[config.mk]
export PLATFORM = sky130hd
export DESIGN_NAME = puf_vote_sequencer_flat
export DESIGN_NICKNAME = d
export VERILOG_FILES = /design/src/rtl/puf_pkg.sv /design/src/rtl/puf_vote_sequencer_if.sv /design/src/rtl/puf_resp_sync.sv /design/src/rtl/puf_vote_sequencer.sv /design/src/flat_wrapper.sv
export SDC_FILE = /design/constraint.sdc
export NUM_CORES = 1
export LEC_CHECK = 0
export ABC_CLOCK_PERIOD_IN_PS = 4800
export CORE_MARGIN = 1.5
export CORE_UTILIZATION = 58
export DETAILED_ROUTE_END_ITERATION = 8
export GPL_TIMING_DRIVEN = 0
export PLACE_DENSITY = 0.84
export SLEW_MARGIN = 25
export SYNTH_ARGS = -nofsm -noshare
export SYNTH_HDL_FRONTEND = slang
export SYNTH_SLANG_ARGS = --single-unit
[constraint.sdc]
create_clock -name clk -period 4.8 [get_ports clk]
set_clock_uncertainty 0.05 [all_clocks]
set_input_delay 0.96 -clock clk [delete_from_list [all_inputs] [get_ports clk]]
set_output_delay 0.96 -clock clk [all_outputs]
set_load 0.02 [all_outputs]
[src/rtl/puf_pkg.sv]
// Shared types and default timing for the arbiter-PUF vote sequencer.
package puf_pkg;

    localparam int PUF_WIDTH = 8;

    localparam int DEF_NUM_VOTES  = 5;
    localparam int DEF_SETTLE_CYC = 4;
    localparam int DEF_PULSE_CYC  = 4;
    localparam int DEF_LOW_CYC    = 4;

    typedef enum logic [2:0] {
        IDLE,
        SETTLE,
        PULSE,
        LOW,
        DONE
    } puf_state_e;

endpackage

[src/rtl/puf_vote_sequencer_if.sv]
// Host-side request/response bundle of the PUF vote sequencer.
// PUF_UNSTABLE_MASK_EN adds the per-bit non-unanimous mask.
interface puf_vote_sequencer_if;
    import puf_pkg::*;

    logic                 start;
    logic [PUF_WIDTH-1:0] challenge_in;
    logic [PUF_WIDTH-1:0] resp_out;
    logic                 resp_valid;
    logic                 busy;
`ifdef PUF_UNSTABLE_MASK_EN
    logic [PUF_WIDTH-1:0] unstable_mask;

    modport master (
        output start, challenge_in,
        input  resp_out, resp_valid, busy, unstable_mask
    );
    modport slave (
        input  start, challenge_in,
        output resp_out, resp_valid, busy, unstable_mask
    );
`else
    modport master (
        output start, challenge_in,
        input  resp_out, resp_valid, busy
    );
    modport slave (
        input  start, challenge_in,
        output resp_out, resp_valid, busy
    );
`endif

endinterface

[src/rtl/puf_resp_sync.sv]
// Two-flop synchronizer bringing the asynchronous PUF response into the clk domain.
module puf_resp_sync
    import puf_pkg::*;
(
    input  logic                 clk,
    input  logic                 rst_n,
    input  logic [PUF_WIDTH-1:0] async_in,
    output logic [PUF_WIDTH-1:0] sync_out
);

    logic [PUF_WIDTH-1:0] meta_q;

    // NOTE: sequential state uses non-blocking assignments so both flops
    // sample the pre-edge values and the chain really is two stages deep.
    always_ff @(posedge clk or negedge rst_n) begin
        if (!rst_n) begin
            meta_q   <= '0;
            sync_out <= '0;
        end else begin
            meta_q   <= async_in;
            sync_out <= meta_q;
        end
    end

endmodule

[src/rtl/puf_vote_sequencer.sv]
// Drives challenge and race pulse into the arbiter-PUF array, repeats the
// evaluation NUM_VOTES times and emits a per-bit majority-voted response.
// Optional macro PUF_UNSTABLE_MASK_EN adds the unstable_mask output.
module puf_vote_sequencer
    import puf_pkg::*;
#(
    parameter int NUM_VOTES  = DEF_NUM_VOTES,
    parameter int SETTLE_CYC = DEF_SETTLE_CYC,
    parameter int PULSE_CYC  = DEF_PULSE_CYC,
    parameter int LOW_CYC    = DEF_LOW_CYC
) (
    input  logic                 clk,
    input  logic                 rst_n,
    puf_vote_sequencer_if.slave  host,
    input  logic [PUF_WIDTH-1:0] puf_resp,
    output logic [PUF_WIDTH-1:0] puf_challenge,
    output logic                 puf_pulse
);

    localparam int CW      = $clog2(NUM_VOTES + 1);
    localparam int MAX_CYC = (SETTLE_CYC > PULSE_CYC)
                           ? ((SETTLE_CYC > LOW_CYC) ? SETTLE_CYC : LOW_CYC)
                           : ((PULSE_CYC > LOW_CYC) ? PULSE_CYC : LOW_CYC);
    localparam int TW      = (MAX_CYC > 1) ? $clog2(MAX_CYC) : 1;

    generate
        if (NUM_VOTES < 1 || (NUM_VOTES % 2) == 0) begin : g_bad_votes
            $error("puf_vote_sequencer: NUM_VOTES must be odd and >= 1");
        end
        if (SETTLE_CYC < 1 || LOW_CYC < 1) begin : g_bad_gap
            $error("puf_vote_sequencer: SETTLE_CYC and LOW_CYC must be >= 1");
        end
        if (PULSE_CYC < 3) begin : g_bad_pulse
            $error("puf_vote_sequencer: PULSE_CYC must be >= 3");
        end
    endgenerate

    puf_state_e           state;
    logic [TW-1:0]        timer;
    logic [CW-1:0]        vote_idx;
    logic [CW-1:0]        counts     [PUF_WIDTH];
    logic [CW-1:0]        counts_inc [PUF_WIDTH];
    logic [PUF_WIDTH-1:0] resp_sync;
    logic [PUF_WIDTH-1:0] vote_bits;
    logic [PUF_WIDTH-1:0] resp_out_q;
    logic                 resp_valid_q;
    logic                 busy_q;

    // Only the synchronized copy of the response is visible past this point.
    puf_resp_sync u_resp_sync (
        .clk      (clk),
        .rst_n    (rst_n),
        .async_in (puf_resp),
        .sync_out (resp_sync)
    );

`ifdef PUF_UNSTABLE_MASK_EN
    logic [PUF_WIDTH-1:0] mask_bits;
    logic [PUF_WIDTH-1:0] mask_q;
`endif

    // Counts including the sample taken on the last pulse cycle, so the
    // vote can be registered on the same edge that enters DONE.
    // NOTE: every always_comb output gets a default before any condition,
    // so no path can leave it unassigned and infer a latch.
    always_comb begin
        vote_bits = '0;
`ifdef PUF_UNSTABLE_MASK_EN
        mask_bits = '0;
`endif
        for (int i = 0; i < PUF_WIDTH; i++) begin
            counts_inc[i] = counts[i] + CW'(resp_sync[i]);
            vote_bits[i]  = (counts_inc[i] > CW'(NUM_VOTES / 2));
`ifdef PUF_UNSTABLE_MASK_EN
            mask_bits[i]  = (counts_inc[i] != '0) && (counts_inc[i] != CW'(NUM_VOTES));
`endif
        end
    end

    // NOTE: the vote counters are a handful of flops, not a RAM, so they are
    // cleared by reset like any other state and a partial vote cannot leak.
    always_ff @(posedge clk or negedge rst_n) begin
        if (!rst_n) begin
            state         <= IDLE;
            timer         <= '0;
            vote_idx      <= '0;
            for (int i = 0; i < PUF_WIDTH; i++) counts[i] <= '0;
            puf_challenge <= '0;
            puf_pulse     <= 1'b0;
            resp_out_q    <= '0;
            resp_valid_q  <= 1'b0;
            busy_q        <= 1'b0;
`ifdef PUF_UNSTABLE_MASK_EN
            mask_q        <= '0;
`endif
        end else begin
            resp_valid_q <= 1'b0;
            case (state)
                IDLE: begin
                    if (host.start) begin
                        puf_challenge <= host.challenge_in;
                        for (int i = 0; i < PUF_WIDTH; i++) counts[i] <= '0;
                        vote_idx      <= '0;
                        timer         <= TW'(SETTLE_CYC - 1);
                        busy_q        <= 1'b1;
                        state         <= SETTLE;
                    end
                end
                SETTLE: begin
                    if (timer == '0) begin
                        timer     <= TW'(PULSE_CYC - 1);
                        puf_pulse <= 1'b1;
                        state     <= PULSE;
                    end else begin
                        timer <= timer - TW'(1);
                    end
                end
                PULSE: begin
                    if (timer == '0) begin
                        counts    <= counts_inc;
                        vote_idx  <= vote_idx + CW'(1);
                        puf_pulse <= 1'b0;
                        if (vote_idx == CW'(NUM_VOTES - 1)) begin
                            resp_out_q   <= vote_bits;
                            resp_valid_q <= 1'b1;
`ifdef PUF_UNSTABLE_MASK_EN
                            mask_q       <= mask_bits;
`endif
                            state        <= DONE;
                        end else begin
                            timer <= TW'(LOW_CYC - 1);
                            state <= LOW;
                        end
                    end else begin
                        timer <= timer - TW'(1);
                    end
                end
                LOW: begin
                    if (timer == '0) begin
                        timer     <= TW'(PULSE_CYC - 1);
                        puf_pulse <= 1'b1;
                        state     <= PULSE;
                    end else begin
                        timer <= timer - TW'(1);
                    end
                end
                DONE: begin
                    busy_q <= 1'b0;
                    state  <= IDLE;
                end
                default: begin
                    puf_pulse <= 1'b0;
                    busy_q    <= 1'b0;
                    state     <= IDLE;
                end
            endcase
        end
    end

    assign host.resp_out   = resp_out_q;
    assign host.resp_valid = resp_valid_q;
    assign host.busy       = busy_q;
`ifdef PUF_UNSTABLE_MASK_EN
    assign host.unstable_mask = mask_q;
`endif

endmodule

[src/flat_wrapper.sv]
// flat-port wrapper written by rule: the top's interface ports become plain ports
module puf_vote_sequencer_flat import puf_pkg::*;
#(
    parameter int NUM_VOTES  = DEF_NUM_VOTES,
    parameter int SETTLE_CYC = DEF_SETTLE_CYC,
    parameter int PULSE_CYC  = DEF_PULSE_CYC,
    parameter int LOW_CYC    = DEF_LOW_CYC
)
  (clk, rst_n, puf_resp, puf_challenge, puf_pulse, host_start, host_challenge_in, host_resp_out, host_resp_valid, host_busy);
  puf_vote_sequencer_if host_i ();
  input  logic clk;
  input  logic rst_n;
  input  logic [PUF_WIDTH-1:0] puf_resp;
  output logic [PUF_WIDTH-1:0] puf_challenge;
  output logic puf_pulse;
  input wire logic [$bits(host_i.start)-1:0] host_start;
  input wire logic [$bits(host_i.challenge_in)-1:0] host_challenge_in;
  output wire logic [$bits(host_i.resp_out)-1:0] host_resp_out;
  output wire logic [$bits(host_i.resp_valid)-1:0] host_resp_valid;
  output wire logic [$bits(host_i.busy)-1:0] host_busy;
  assign host_i.start = host_start;
  assign host_i.challenge_in = host_challenge_in;
  assign host_resp_out = host_i.resp_out;
  assign host_resp_valid = host_i.resp_valid;
  assign host_busy = host_i.busy;
  puf_vote_sequencer #(.NUM_VOTES(NUM_VOTES), .SETTLE_CYC(SETTLE_CYC), .PULSE_CYC(PULSE_CYC), .LOW_CYC(LOW_CYC)) u_core (.clk(clk), .rst_n(rst_n), .host(host_i), .puf_resp(puf_resp), .puf_challenge(puf_challenge), .puf_pulse(puf_pulse));
endmodule
# Word level (Yosys, flattened, before mapping)
# Cells that the tools add are included.
# classes
add_sub_neg	10
mul	0
n_div	0
order_cmp	8
n_eq_ne	9
shift	0
muxes	24
bitwise_logic	2
n_reduce_logical	14
# op_table
op	count
24-bit two-way mux	2
24-bit case mux with 2 select lines	1
3-bit by 1-bit adder with 3-bit output	8
3-bit by 2-bit > comparator with 1-bit output, second input constant	8
3-bit two-way mux	6
3-bit AND reduction	5
3-bit case mux with 3 select lines	1
2-bit two-way mux	4
3-bit by 2-bit == test with 1-bit output, second input constant	2
3-bit == test, second input constant	2
1-bit two-way mux	6
2-bit case mux with 3 select lines	1
3-bit case mux with 2 select lines	1
2-bit by 1-bit != test with 1-bit output, second input constant	2
2-bit AND reduction	2
2-bit OR reduction	2
3-bit by 1-bit adder with 3-bit output, second input constant	1
3-bit by 1-bit == test with 1-bit output, second input constant	1
3-bit zero test	1
3-bit != test, second input constant	1
1-bit case mux with 3 select lines	1
3-bit nonzero test	1
3-bit OR reduction	1
2-bit zero test	1
5 further kinds	6
# totals
reg_bits	67
latchBits	0
ram_bits	0
rom_bits	0
in_bits	19
out_inout_bits	19
word_cells	85
mem_count	0

# Longest topological paths before layout
# Gate-level depths: netlist of run 1.
# logic_depth
word_depth	4
depth_mapped	6

# Cells and area by module
# A second synthesis of run 1 with hierarchy kept.
# hier_totals
cells_unflattened	215
hier_area_um2	2854.0
# modules_own_cells
module	instances	cells_per_inst	area_each_um2	seq_area_each_um2
puf_vote_sequencer	1	199	2453.6	1276.2
puf_resp_sync	1	16	400.4	400.4

# Worst setup path before layout of run 1
# OpenSTA, ideal clock, no wires.
# synth_timing
path_kind	input to register
startpoint	input port host_start
endpoint	register u_core.puf_challenge[0]
t_arrival_ps	1749
path_slack_ps	2876
stages	2
path_buffers	0
path_cell_list	nor4b_4 > mux2_2
# synth_via
elab_chain_cells	1
# synth_lines
item	line	rtl
start: declaration	flat_wrapper.sv:16	input wire logic [$bits(host_i.start)-1:0] host_start;
2-bit AND reduction (no source line)	-	
end signal: assignment	puf_vote_sequencer.sv:101	puf_challenge <= host.challenge_in;
end: declaration	puf_vote_sequencer.sv:16	output logic [PUF_WIDTH-1:0] puf_challenge,
# No other way between the ends.
# A chain may end at the register's enable or synchronous reset.

# Worst setup path after layout of run 1
# layout_timing
startpoint	register u_core.puf_pulse
endpoint	output port puf_pulse
# layout_lines
item	line	rtl
start: declaration	puf_vote_sequencer.sv:17	output logic puf_pulse
start signal: assignment	puf_vote_sequencer.sv:89	puf_pulse <= 1'b0;
start signal: assignment	puf_vote_sequencer.sv:112	puf_pulse <= 1'b1;
start signal: assignment	puf_vote_sequencer.sv:122	puf_pulse <= 1'b0;
end: declaration	flat_wrapper.sv:15	output logic puf_pulse;
# No word-level cell between the ends.

==> results of run 1 <==
[report_power, final]
group / switching, uW / internal (uW)
clock: 201 / 307
sequential: 99.8 / 725
combinational: 327 / 370
[flip-flops by register name (all words and copies together), names as in the netlist, 2 cells and up]
| signal | count |
|---|---|
| u_core.counts | 24 |
| u_core.host.resp_out | 8 |
| u_core.puf_challenge | 8 |
| u_core.state | 3 |
| u_core.timer | 2 |
| u_core.u_resp_sync.meta_q | 8 |
| u_core.u_resp_sync.sync_out | 8 |
| u_core.vote_idx | 3 |
[synthesized netlist by cell type (all sizes together)]
| master | n |
|---|---|
| dfrtp | 67 |
| ha | 19 |
| nor2b | 19 |
| a22o | 17 |
| mux2 | 17 |
| o21ai | 10 |
| a211o | 8 |
| a21bo | 8 |
| buf | 8 |
| inv | 5 |
| nand2 | 5 |
| nor2 | 3 |
| a211oi | 2 |
| mux2i | 2 |
| o32a | 2 |
| a21o | 1 |
| a22oi | 1 |
| a311oi | 1 |
| and2 | 1 |
| and4bb | 1 |
| nand2b | 1 |
| nand3 | 1 |
| nor3 | 1 |
| nor4b | 1 |
[how the worst max path moves through the flow]
stage / startpoint / endpoint / slack (ns) / cells past startpoint
after CTS: u_core.puf_pulse$_DFFE_PN0P_ / puf_pulse / 2.45 / 1
after global routing: u_core.host.resp_out[4]$_DFFE_PN0P_ / host_resp_out[4] / 2.42 / 1
after global placement: rst_n / u_core.puf_challenge[3]$_DFFE_PN0P_ / 0.54 / 1
after floorplan: host_start / u_core.puf_challenge[0]$_DFFE_PN0P_ / 2.88 / 2
after detailed placement: host_start / u_core.puf_challenge[4]$_DFFE_PN0P_ / 2.16 / 3
final: u_core.puf_pulse$_DFFE_PN0P_ / puf_pulse / 2.46 / 1
[metal layers]
metal / routed length (um) / global-route usage (%)
met2: 2340 / 34.1
met5: 0 / 0
met1: 2120 / 25.1
met3: 217 / 9.12
met4: 100 / 9.43
[stage by stage]
stage          cell area [um^2]  power (uW)  hold WS [ns]  util (%)  setup slack (ns)
2_1_floorplan              2830        1280         0.281         -              2.88
4_1_cts                    3510        2050         0.301      74.7              2.45
3_5_place_dp               3290        1530         0.285      70.1              2.16
3_3_place_gp               3260        1500         0.282      69.5             0.539
5_1_grt                    3510        2160         0.314      74.7              2.42
6_report                   3510        2030         0.299      74.7              2.46
[kinds of logic (layout without fill, tap and decap cells)]
kind of cell | after synthesis | count (layout) | share of synthesized area, %
buffers and inverters | 13 | 67 | 2.61
AOI/OAI and AO/OA | 50 | 50 | 14.8
muxes | 19 | 19 | 7.48
DFF | 67 | 67 | 59.3
adders and majority gates | 19 | 19 | 8.41
and+or+nand+nor | 33 | 33 | 7.35
[layout make-up]
cell class                 count  area [um^2]
clock buffer                  12          145
tap                           54         67.6
fill                         313         1180
inverter                       5         18.8
buffer                         8         55.1
clock inverter                 4         73.8
timing repair buffer          38          395
sequential                    67         1680
multi-input combinational    121         1070
[worst reg2reg max path, stage by stage (launching register included)]
cell,delay (ns)
dfrtp_1,0.39
inv_1,0.07
ha_1,0.29
and4bb_1,0.25
nor2b_1,0.18
buf_6,0.19
mux2_1,0.34
==> flow_metrics.py, run 1 <==
metrics = {
    "grt": {
        "grt_antenna_before_repair": 0,
        "grt_pass1_wl_um": 8180,
        "grt_pass1_vias": 1769,
        "grt_overflow": 0,
        "grt.total_usage_pct": 21.3,
        "grt_start_max_net_pins": 51,
    },
    "clock_tree": {
        "cts.sinks": 67,
        "cts-htree-levels": 3,
        "cts_buffers": 9,
        "tritoncts": "done",
        "clk_latency_ns": 0.34,
        "cts_resized": 0,
        "clockBufferDepth": 2,
        "cts_setup_buffers": 0,
        "cts_hold_buf": 0,
        "clk_pin_slew_ns": 0.07,
        "root_buffer": "clkbuf_8",
    },
    "finish": {
        "antennaDiodeCount": 0,
        "final_common_cell": "dfrtp_1",
        "final_nets": 288,
        "finalNonFillerCells": 309,
        "area_growth_pct": 24.1,
        "final_cell_mix": "67 x dfrtp_1, 36 x clkdlybuf4s50_1, 19 x nor2b_1, 19 x ha_1, 17 x a22o_1",
        "drive_gt1_share_pct": 17.3,
    },
    "routing": {
        "drt-total-wl_um": 4780,
        "wl_per_cell_um": 15.5,
        "num_vias": 1761,
        "drt_first_pass_iters": 4,
        "drtAntennaViolNets": 0,
        "vias_per_cell": 5.70,
        "post-route-drc-count": 0,
        "drtIter0Drc": 62,
    },
    "hold_path": {
        "min_path_cells": 0,
        "hold_end": "u_core.u_resp_sync.sync_out[7]$_DFF_PN0_",
        "hp-class": "reg2reg",
        "hp-start": "u_core.u_resp_sync.meta_q[7]$_DFF_PN0_",
    },
    "worst_setup_path": {
        "r2r_slack_ns": 2.91,
        "critPathArrivalTime_ns": 1.33,
        "cp_top_family": "buffers and inverters",
        "crit_path_cell_trace": "clkdlybuf4s50_1",
        "cp-end-kind": "output port",
        "cp_slowest_cell": "clkdlybuf4s50_1",
        "critical_path_class": "reg2out",
        "r2r-end": "u_core.host.resp_out[4]$_DFFE_PN0P_",
        "worstPathRequired_ns": 3.79,
        "startpoint_type": "flip-flop",
        "path_buf_inv": 1,
        "r2r_cells": 6,
        "crit_fanout": 3,
        "cpPeakStageDelay_ns": 0.62,
        "worst_r2r_startpoint": "u_core.timer[0]$_DFFE_PN0P_",
    },
    "die": {
        "die_w_um": 72.8,
        "die_h_um": 72.8,
        "io_pins": 38,
        "die_area_mm2": 0.00530,
        "num_rows": 25,
        "start_util_pct": 60.2,
        "fp.coreArea_mm2": 0.00469,
    },
    "status": {
        "status": "finished clean",
    },
    "sta": {
        "finalMaxSlewViolations": 0,
        "rsz0062_at_grt": "no",
        "tns_ns": 0,
        "hold_violations": 0,
        "setup_viol": 0,
        "max_slew_margin_pct": 54.3,
        "max_clock_freq_mhz": 428,
        "max_slew.worst_pin.slew_ns": 0.683,
        "fin_crit_sh_pct": 48.6,
        "min_period_ns": 2.34,
    },
    "synthesis": {
        "yosys_warnings": 0,
        "ys_ff_latch": 67,
        "synthesis.area_mm2": 0.00283,
        "ys_seq_area_share_pct": 59.3,
        "yosysTopAreaCell": "dfrtp_1",
        "syn_nets": 239,
        "avgSynthCellArea_um2": 14.1,
        "synth_top_area_share_pct": 59.3,
        "postSynthCellCount": 201,
        "synthTopCellsByArea": "dfrtp_1 59%, ha_1 8.4%, a22o_1 5.3%",
        "yosysUniqueCellTypes": 28,
    },
    "placement": {
        "dp_hpwl_um": 3210,
        "portBuffers": 37,
        "place_inst": 293,
        "place_congestion": 0.732,
    },
    "pwr": {
        "p_leak_uw": 0.00175,
        "peakVddDrop_mv": 0.330,
        "p_per_area_mw_per_mm2": 579,
    },
    "run": {
        "drv_cap": 0,
    },
}
(Power assumes the default switching activity.)
==> inputs of run 2 (changes only) <==
ABC_CLOCK_PERIOD_IN_PS = 1900   (was 4800)
CORE_UTILIZATION = 49   (was 58)
PLACE_DENSITY = 0.75   (was 0.84)
clock period = 1.9 ns   (was 4.8 ns; I/O delays follow)
==> run 2 against run 1 <==
Register-to-register slack lost 2.8 ns. Via count is 1.6% lower. Global-route usage is 3.5 points lower. Largest cell class unchanged. Clock power grew 130%. Sequential share of layout area fell by 0.44 points. Worst hold slack hardly changed.
==> flow_metrics.py, run 2 (same netlist as run 1, synthesis figures left out) <==
metrics = {
    "status": {
        "status": "finished clean",
    },
    "worst_setup_path": {
        "startpoint_type": "flip-flop",
        "r2r_slack_ns": 0.15,
        "worst_r2r_startpoint": "u_core.timer[0]$_DFFE_PN0P_",
        "r2r-end": "u_core.host.resp_out[6]$_DFFE_PN0P_",
        "r2r_cells": 6,
        "crit_fanout": 10,
        "critical_path_class": "reg2reg",
        "worstPathRequired_ns": 2.06,
        "cp-end-kind": "flip-flop",
        "critPathArrivalTime_ns": 1.92,
    },
    "die": {
        "num_rows": 27,
        "die_h_um": 78.9,
        "fp.coreArea_mm2": 0.00554,
        "start_util_pct": 51.0,
        "io_pins": 38,
        "die_area_mm2": 0.00623,
        "die_w_um": 78.9,
    },
    "clock_tree": {
        "cts-htree-levels": 3,
        "cts_setup_buffers": 0,
        "tritoncts": "done",
        "clk_pin_slew_ns": 0.07,
        "clockBufferDepth": 2,
        "root_buffer": "clkbuf_8",
        "clk_latency_ns": 0.33,
        "cts_buffers": 9,
        "cts.sinks": 67,
    },
    "finish": {
        "drive_gt1_share_pct": 18.4,
        "final_core_util_pct": 63.9,
        "largest_register_ff_count": 24,
        "area_growth_pct": 25.3,
        "final_nets": 289,
        "finalNonFillerCells": 328,
        "regMostFlops": "u_core.counts",
        "fin_area_mm2": 0.00354,
        "final_common_cell": "dfrtp_1",
        "antennaDiodeCount": 0,
        "final_cell_mix": "67 x dfrtp_1, 36 x clkdlybuf4s50_1, 18 x nor2b_1, 18 x ha_1, 17 x a22o_1",
    },
    "grt": {
        "grt_pass1_vias": 1814,
        "grt_start_max_net_pins": 54,
        "grt.total_usage_pct": 17.8,
        "grt_overflow": 0,
        "grt_pass1_wl_um": 8340,
        "grt_antenna_before_repair": 0,
    },
    "sta": {
        "min_period_ns": 1.75,
        "setup_viol": 0,
        "fin_crit_sh_pct": 92.2,
        "hold_violations": 0,
        "finalMaxSlewViolations": 0,
        "max_slew_margin_pct": 54.5,
        "tns_ns": 0,
        "rsz0062_at_grt": "no",
        "max_clock_freq_mhz": 571,
        "max_slew.worst_pin.slew_ns": 0.679,
    },
    "pwr": {
        "peakVddDrop_mv": 0.852,
        "p_leak_uw": 0.00174,
        "power.total_uw": 5040,
        "p_per_area_mw_per_mm2": 1420,
    },
    "hold_path": {
        "hp-class": "reg2reg",
        "hold_end": "u_core.u_resp_sync.sync_out[4]$_DFF_PN0_",
        "hp-start": "u_core.u_resp_sync.meta_q[4]$_DFF_PN0_",
        "min_path_cells": 0,
    },
    "placement": {
        "portBuffers": 37,
        "place_inst": 311,
        "place_congestion": 0.783,
        "placed_cell_area_mm2": 0.00331,
        "dp_hpwl_um": 3280,
    },
    "routing": {
        "post-route-drc-count": 0,
        "drt_first_pass_iters": 4,
        "drtAntennaViolNets": 0,
        "drtIter0Drc": 81,
        "drt-total-wl_um": 4820,
        "vias_per_cell": 5.28,
        "num_vias": 1732,
        "wl_per_cell_um": 14.7,
    },
    "run": {
        "drv_cap": 0,
    },
}
## run 2: layer usage
layer | track usage, % | up-vias | share of wire [%]
li1 | - | 828 | -
met1 | 22.5 | 849 | 47
met2 | 27.8 | 43 | 47
met3 | 4.83 | 12 | 4.4
met4 | 9.82 | 0 | 2.0
met5 | 0 | - | 0
## run 2: timing repair
item	in CTS	in global routing
hold buffers	1	0
hold endpoints to repair	14	0
gates resized for setup	0	5
setup endpoints to repair	0	30
## run 2: per-stage QoR
stage	setup WS [ns]	hold WS, ns
5_1_grt	0.0339	0.308
3_3_place_gp	-1.82	0.282
2_1_floorplan	0.227	0.0344
4_1_cts	0.0199	0.301
6_report	0.148	0.299
3_5_place_dp	-0.168	0.202
## run 2: worst max-delay path by stage
stage	depth (start not counted)	endpoint	startpoint	slack, ns
6_report	6	u_core.host.resp_out[6]$_DFFE_PN0P_	u_core.timer[0]$_DFFE_PN0P_	0.15
3_5_place_dp	3	u_core.puf_challenge[6]$_DFFE_PN0P_	host_start	-0.17
3_3_place_gp	1	u_core.puf_challenge[4]$_DFFE_PN0P_	rst_n	-1.82
5_1_grt	6	u_core.host.resp_out[7]$_DFFE_PN0P_	u_core.timer[0]$_DFFE_PN0P_	0.03
4_1_cts	6	u_core.host.resp_out[7]$_DFFE_PN0P_	u_core.timer[0]$_DFFE_PN0P_	0.02
2_1_floorplan	6	u_core.host.resp_out[0]$_DFFE_PN0P_	u_core.timer[0]$_DFFE_PN0P_	0.23
## run 2: cell type report
cell class              instances  area, um^2
clock buffers                  11         141
repair buffers                 39         405
plain buffers                   8        57.6
well taps                      72        90.1
multi-input cells             121        1100
flip-flops and latches         67        1680
clock inverters                 5        52.6
inverters                       5        18.8
fillers                       436        2000
## run 2: where the power goes
part,internal (uW),total [uW],leakage (uW),switching (uW)
logic,961,1810,0.000805,849
registers,1830,2080,0.000841,246
clock network,635,1150,0.0000991,516
## run 2: worst max-delay path, cell delays in order, from the launching register on
cell and delay, ns:
dfrtp_1 0.40, inv_1 0.10, ha_4 0.18, and4bb_1 0.23, nor2b_2 0.16, buf_6 0.17
mux2_1 0.34
